[config.mk]
export PLATFORM = sky130hd
export DESIGN_NAME = return_stack
export DESIGN_NICKNAME = d
export VERILOG_FILES = /design/src/rtl/cpu19_pkg.sv /design/src/rtl/lifo_mem.sv /design/src/rtl/return_stack.sv
export SDC_FILE = /design/constraint.sdc
export NUM_CORES = 1
export LEC_CHECK = 0
export BUFFER_PORTS_ARGS = -buffer_cell sky130_fd_sc_hd__buf_4
export CORE_MARGIN = 3
export CORE_UTILIZATION = 60
export CTS_CLUSTER_DIAMETER = 200
export DETAILED_ROUTE_END_ITERATION = 8
export PLACE_DENSITY = 0.8
export SLEW_MARGIN = 20
export SYNTH_ARGS = -nofsm -noshare
export SYNTH_HDL_FRONTEND = slang
export SYNTH_HIERARCHICAL = 1
export SYNTH_SLANG_ARGS = --single-unit
[constraint.sdc]
create_clock -name clk -period 8.7 [get_ports clk]
set_input_delay 0.435 -clock clk [delete_from_list [all_inputs] [get_ports clk]]
set_output_delay 0.435 -clock clk [all_outputs]
set_load 0.02 [all_outputs]
[src/rtl/cpu19_pkg.sv]
// Shared definitions for the 19-bit CPU: word width, control-unit opcodes
// and the request bundle the control unit drives into the return stack.
package cpu19_pkg;

    localparam int WORD_W = 19;
    localparam int OP_W   = 5;

    localparam logic [OP_W-1:0] OP_PUSH = 5'h08;
    localparam logic [OP_W-1:0] OP_POP  = 5'h09;
    localparam logic [OP_W-1:0] OP_CALL = 5'h0A;
    localparam logic [OP_W-1:0] OP_RET  = 5'h0B;
    localparam logic [OP_W-1:0] OP_JMP  = 5'h0C;

    typedef struct packed {
        logic push;
        logic pop;
        logic ret;
    } stack_req_t;

    // True for the opcodes that touch the return stack.
    function automatic logic is_stack_op(input logic [OP_W-1:0] opcode);
        return (opcode == OP_PUSH) || (opcode == OP_POP) ||
               (opcode == OP_CALL) || (opcode == OP_RET);
    endfunction

endpackage

[src/rtl/lifo_mem.sv]
// Stack storage: DEPTH x WORD_W register array, one write port and two
// combinational read ports (current top and the entry beneath it).
module lifo_mem #(
    parameter  int WORD_W = cpu19_pkg::WORD_W,
    parameter  int DEPTH  = 8,
    localparam int AW     = $clog2(DEPTH)
) (
    input  logic              clk,
    input  logic              we,
    input  logic [AW-1:0]     waddr,
    input  logic [WORD_W-1:0] wdata,
    input  logic [AW-1:0]     raddr_top,
    input  logic [AW-1:0]     raddr_below,
    output logic [WORD_W-1:0] rdata_top,
    output logic [WORD_W-1:0] rdata_below
);

    logic [WORD_W-1:0] mem_q [DEPTH];

    // NOTE: the array is deliberately left out of reset; validity is tracked
    // by the occupancy counter, so resetting every entry would only add logic.
    always_ff @(posedge clk) begin
        if (we) begin
            mem_q[waddr] <= wdata;
        end
    end

    assign rdata_top   = mem_q[raddr_top];
    assign rdata_below = mem_q[raddr_below];

endmodule

[src/rtl/return_stack.sv]
// Hardware LIFO for PUSH/POP data and CALL/RET return addresses, with a
// registered read port and sticky overflow/underflow flags.
module return_stack #(
    parameter  int WORD_W = cpu19_pkg::WORD_W,
    parameter  int DEPTH  = 8,
    parameter  int CNT_W  = $clog2(DEPTH) + 1
) (
    input  logic              clk,
    input  logic              rst_n,
    input  logic              hazard,
    input  logic              push,
    input  logic              pop,
    input  logic              ret,
    input  logic [WORD_W-1:0] push_data,
    output logic [WORD_W-1:0] rd_data,
    output logic              rd_valid,
    output logic              ret_valid,
    output logic [WORD_W-1:0] top,
    output logic [CNT_W-1:0]  count,
    output logic              full,
    output logic              empty,
    output logic              overflow,
    output logic              underflow
);

    import cpu19_pkg::*;

    localparam int AW = $clog2(DEPTH);

    stack_req_t        req;
    logic              wr;
    logic              rm;

    logic [CNT_W-1:0]  count_q, count_d;
    logic [WORD_W-1:0] top_q, top_d;
    logic [WORD_W-1:0] rd_data_q, rd_data_d;
    logic              rd_valid_q, rd_valid_d;
    logic              ret_valid_q, ret_valid_d;
    logic              overflow_q, overflow_d;
    logic              underflow_q, underflow_d;

    logic              is_full;
    logic              is_empty;
    logic              mem_we;
    logic [AW-1:0]     mem_waddr;
    logic [AW-1:0]     raddr_top;
    logic [AW-1:0]     raddr_below;
    logic [WORD_W-1:0] rdata_top;
    logic [WORD_W-1:0] rdata_below;

    assign is_full     = (count_q == CNT_W'(DEPTH));
    assign is_empty    = (count_q == '0);
    // Indices wrap when the stack is nearly empty; those reads are never used.
    assign raddr_top   = count_q[AW-1:0] - AW'(1);
    assign raddr_below = count_q[AW-1:0] - AW'(2);

    lifo_mem #(
        .WORD_W (WORD_W),
        .DEPTH  (DEPTH)
    ) u_mem (
        .clk         (clk),
        .we          (mem_we),
        .waddr       (mem_waddr),
        .wdata       (push_data),
        .raddr_top   (raddr_top),
        .raddr_below (raddr_below),
        .rdata_top   (rdata_top),
        .rdata_below (rdata_below)
    );

    // NOTE: every signal driven here gets its default first, so no path
    // through the case can leave one unassigned and infer a latch.
    always_comb begin
        req         = '{push: push, pop: pop, ret: ret};
        wr          = req.push & ~hazard;
        rm          = (req.pop | req.ret) & ~hazard;

        count_d     = count_q;
        top_d       = top_q;
        rd_data_d   = rd_data_q;
        rd_valid_d  = 1'b0;
        ret_valid_d = 1'b0;
        overflow_d  = overflow_q;
        underflow_d = underflow_q;
        mem_we      = 1'b0;
        mem_waddr   = count_q[AW-1:0];

        case ({wr, rm})
            2'b10: begin
                if (is_full) begin
                    overflow_d = 1'b1;
                end else begin
                    mem_we  = 1'b1;
                    count_d = count_q + CNT_W'(1);
                    top_d   = push_data;
                end
            end
            2'b01: begin
                if (is_empty) begin
                    underflow_d = 1'b1;
                end else begin
                    rd_data_d   = rdata_top;
                    rd_valid_d  = 1'b1;
                    ret_valid_d = req.ret;
                    count_d     = count_q - CNT_W'(1);
                    top_d       = (count_q == CNT_W'(1)) ? '0 : rdata_below;
                end
            end
            2'b11: begin
                mem_we = 1'b1;
                top_d  = push_data;
                if (is_empty) begin
                    // Push still lands in slot 0; only the removal is refused.
                    count_d     = CNT_W'(1);
                    underflow_d = 1'b1;
                end else begin
                    // Swap: the top slot is overwritten, so full is no obstacle.
                    mem_waddr   = raddr_top;
                    rd_data_d   = rdata_top;
                    rd_valid_d  = 1'b1;
                    ret_valid_d = req.ret;
                end
            end
            default: ;
        endcase
    end

    // NOTE: state registers use non-blocking assignments so every flop samples
    // the pre-edge values computed above, independent of statement order.
    always_ff @(posedge clk or negedge rst_n) begin
        if (!rst_n) begin
            count_q     <= '0;
            top_q       <= '0;
            rd_data_q   <= '0;
            rd_valid_q  <= 1'b0;
            ret_valid_q <= 1'b0;
            overflow_q  <= 1'b0;
            underflow_q <= 1'b0;
        end else begin
            count_q     <= count_d;
            top_q       <= top_d;
            rd_data_q   <= rd_data_d;
            rd_valid_q  <= rd_valid_d;
            ret_valid_q <= ret_valid_d;
            overflow_q  <= overflow_d;
            underflow_q <= underflow_d;
        end
    end

    assign rd_data   = rd_data_q;
    assign rd_valid  = rd_valid_q;
    assign ret_valid = ret_valid_q;
    assign top       = top_q;
    assign count     = count_q;
    assign full      = is_full;
    assign empty     = is_empty;
    assign overflow  = overflow_q;
    assign underflow = underflow_q;

endmodule

==> impl_metrics.csv <==
group,metric,value,unit
synth,synth_most_common_cell,"edfxtp_1",
drt,vias_per_cell,6.48,
synth,seq_area_frac_synth,60.9,%
clocking,cts.sinks,198,
status,status,"completed",
clocking,cts_tree,"yes",
pwr,powerDensity,357,nW/um2
setup_path,startpoint,"count[1]",
pwr,vdd_drop_max,0.313,mV
clocking,clockBufferDepth,2,
setup_path,path_class,"reg -> reg",
drt,drc,0,
finish,multiInputGateArea,3440,um2
setup_path,worst_ep_required_time,8830,ps
global_route,first_global_vias,5228,
die,die_h,131,um
setup_path,timing.critical_path.fanout_max,25,
synth,netlist_instances,484,
clocking,cts_buffers,17,
setup_path,r2r_start,"count[1]",
drt,ant_nets,0,
synth,synth_warnings,6,
clocking,insertion_delay,430,ps
synth,syn-num-nets,516,
clocking,cts_root_buf,"clkbuf_16",
finish,syn_to_final_growth,13.0,%
setup_path,crit_path_end,"u_mem/mem_q[1][6]",
place,gp_congestion,0.817,
setup_path,crit_path_start_kind,"register",
setup_path,reg2reg_setup_slack,4880,ps
global_route,grt_pass1_wl,30.4,mm
sta,finalHoldViolCount,0,
sta,clock_skew,11.0,ps
drt,num_vias,5045,
drt,drtIter0Drc,468,
finish,diodes,0,
sta,fin_crit_sh,43.9,%
sta,tightest_slew,1090,ps
sta,slew_headroom,27.5,%
synth,ys_ff_latch,198,
run,drv_cap,0,
sta,timing.setup.tns,0,ps
sta,slew_viol_final,0,
global_route,antenna_found_initial,0,
clocking,cts_max_level,4,
die,top_level_ports,73,
hold_path,hold_class,"in -> async",
die,fp.dieW,131,um
synth,netlist_area,9380,um2
setup_path,rr_worst_depth,9,
pwr,p_leak,3.83,nW
sta,rsz0062_at_grt,"no",
setup_path,end_kind,"register",
clocking,cts_hold_buf,0,
finish,layout.nets,586,
place,dp_slack,4460,ps
finish,fillers,964,
synth,synth.top_cells.by_count,"edfxtp_1, mux2_2, mux4_2",
global_route,globalRouteOverflowTotal,0,
synth,synth_cell_types,50,
synth,synth_ff_type,"edfxtp_1",
sta,final-setup-viol-count,0,
sta,max_freq,0.262,GHz
setup_path,crit_arrival,3940,ps
finish,register_area,5720,um2
sta,worst_slack,4880,ps
drt,wl_per_cell,25.5,um
global_route,grt_max_degree,50,
die,core,15300,um2
setup_path,reg2reg_to,"u_mem/mem_q[1][6]",
clocking,cts_resized,0,
synth,synthTopCellsByArea,"edfxtp_1, mux4_2, dfrtp_1",
place,post-dp-hpwl,11.8,mm
synth,yosysTopAreaCell,"edfxtp_1",
drt,wirelength,19.9,mm
clocking,path_clk_slew,70,ps
sta,min_period,3820,ps
die,std_cell_rows,45,
synth,async_reset_ff_share,23.2,%
place,io_buffers,72,
die,die_area,17200,um2
clocking,cts_setup_buffers,0,
global_route,grt_usage,24.5,%
die,start_util,61.5,%
synth,syn_avg_cell_area,19.4,um2
drt,drt_pass1_iterations,4,
synth,synth_top_area_share,48.7,%
synth,synth_edf_count,152,
finish,final_layout_size_suffix_gt1_share,46.0,%
==> critical path: stages (launching register included) <==
cell and delay [ps]:
dfrtp_1 430, inv_2 520, ha_1 340, nor3b_2 450
nor2_2 90, nand2_1 130, mux2i_1 180, nand2b_1 260
nor2_1 760, buf_4 360
==> layer usage <==
metal | up-vias | share of wire, % | global-route usage (%)
met1 | 2643 | 41 | 34.4
li1 | 2159 | - | -
met5 | - | 0 | 0
met3 | 17 | 7.7 | 6.02
met4 | 0 | 1.2 | 6.35
met2 | 226 | 50 | 39.1
==> registers in the layout, summed over array words and instances (netlist names) <==
register     cells
ret_valid        1
rd_data         19
u_mem/mem_q    152
rd_valid         1
underflow        1
count            4
top             19
overflow         1
==> cell families (layout without fill, tap and decap cells) <==
kind of cell,after synthesis,after routing,synth area share (%)
DFF,198,198,60.9
muxes,155,155,28.9
and+or+nand+nor,42,42,2.61
buffers and inverters,40,123,2.96
AOI/OAI and AO/OA,39,39,3.39
adders and majority gates,7,7,0.934
xor gates and xnor gates,3,3,0.280
==> worst min-delay path by stage <==
stage,startpoint,end,slack [ps],depth (start not counted)
finish,rst_n,rd_data[7],30,1
global route,rst_n,rd_data[7],70,1
CTS,rst_n,rd_data[7],50,1
detailed placement,underflow,underflow,450,1
global placement,overflow,overflow,460,2
floorplan,rst_n,count[0],140,0
==> cell type report <==
cell class                      count  share of cell area (%)
Clock buffer                       22                    4.47
Clock inverter                     10                   0.531
Timing Repair Buffer               83                    5.88
Inverter                            8                   0.283
Sequential cell                   198                    53.9
Tap cell                          211                    2.49
Multi-Input combinational cell    246                    32.4
==> placed cells by master, fill, tap and decap left out, drive strengths merged, types with 7 or more instances in the layout <==
cell	n
clkbuf	22
dfrtp	46
clkinv	8
ha	7
a22o	19
buf	83
edfxtp	152
nand2	11
mux2	77
nor2	10
inv	8
mux4	76
==> stage by stage <==
stage               hold slack, ps  instances  power (mW)  util [%]  cell area [um2]
floorplan                      139        484        2.63         -             9380
global route                  69.3        778        3.97      69.5            10600
CTS                           48.2        778        3.80      69.5            10600
finish                        25.5        778        3.78      69.5            10600
global placement               456        746        3.06      65.9            10100
detailed placement             448        746        3.09      66.0            10100
==> where the power goes <==
group | switching [mW] | internal, mW | leakage [nW]
combinational | 0.873 | 0.918 | 1.66
clock | 0.327 | 0.384 | 0.261
sequential | 0.0906 | 1.19 | 1.91
(Power assumes the default switching activity.)
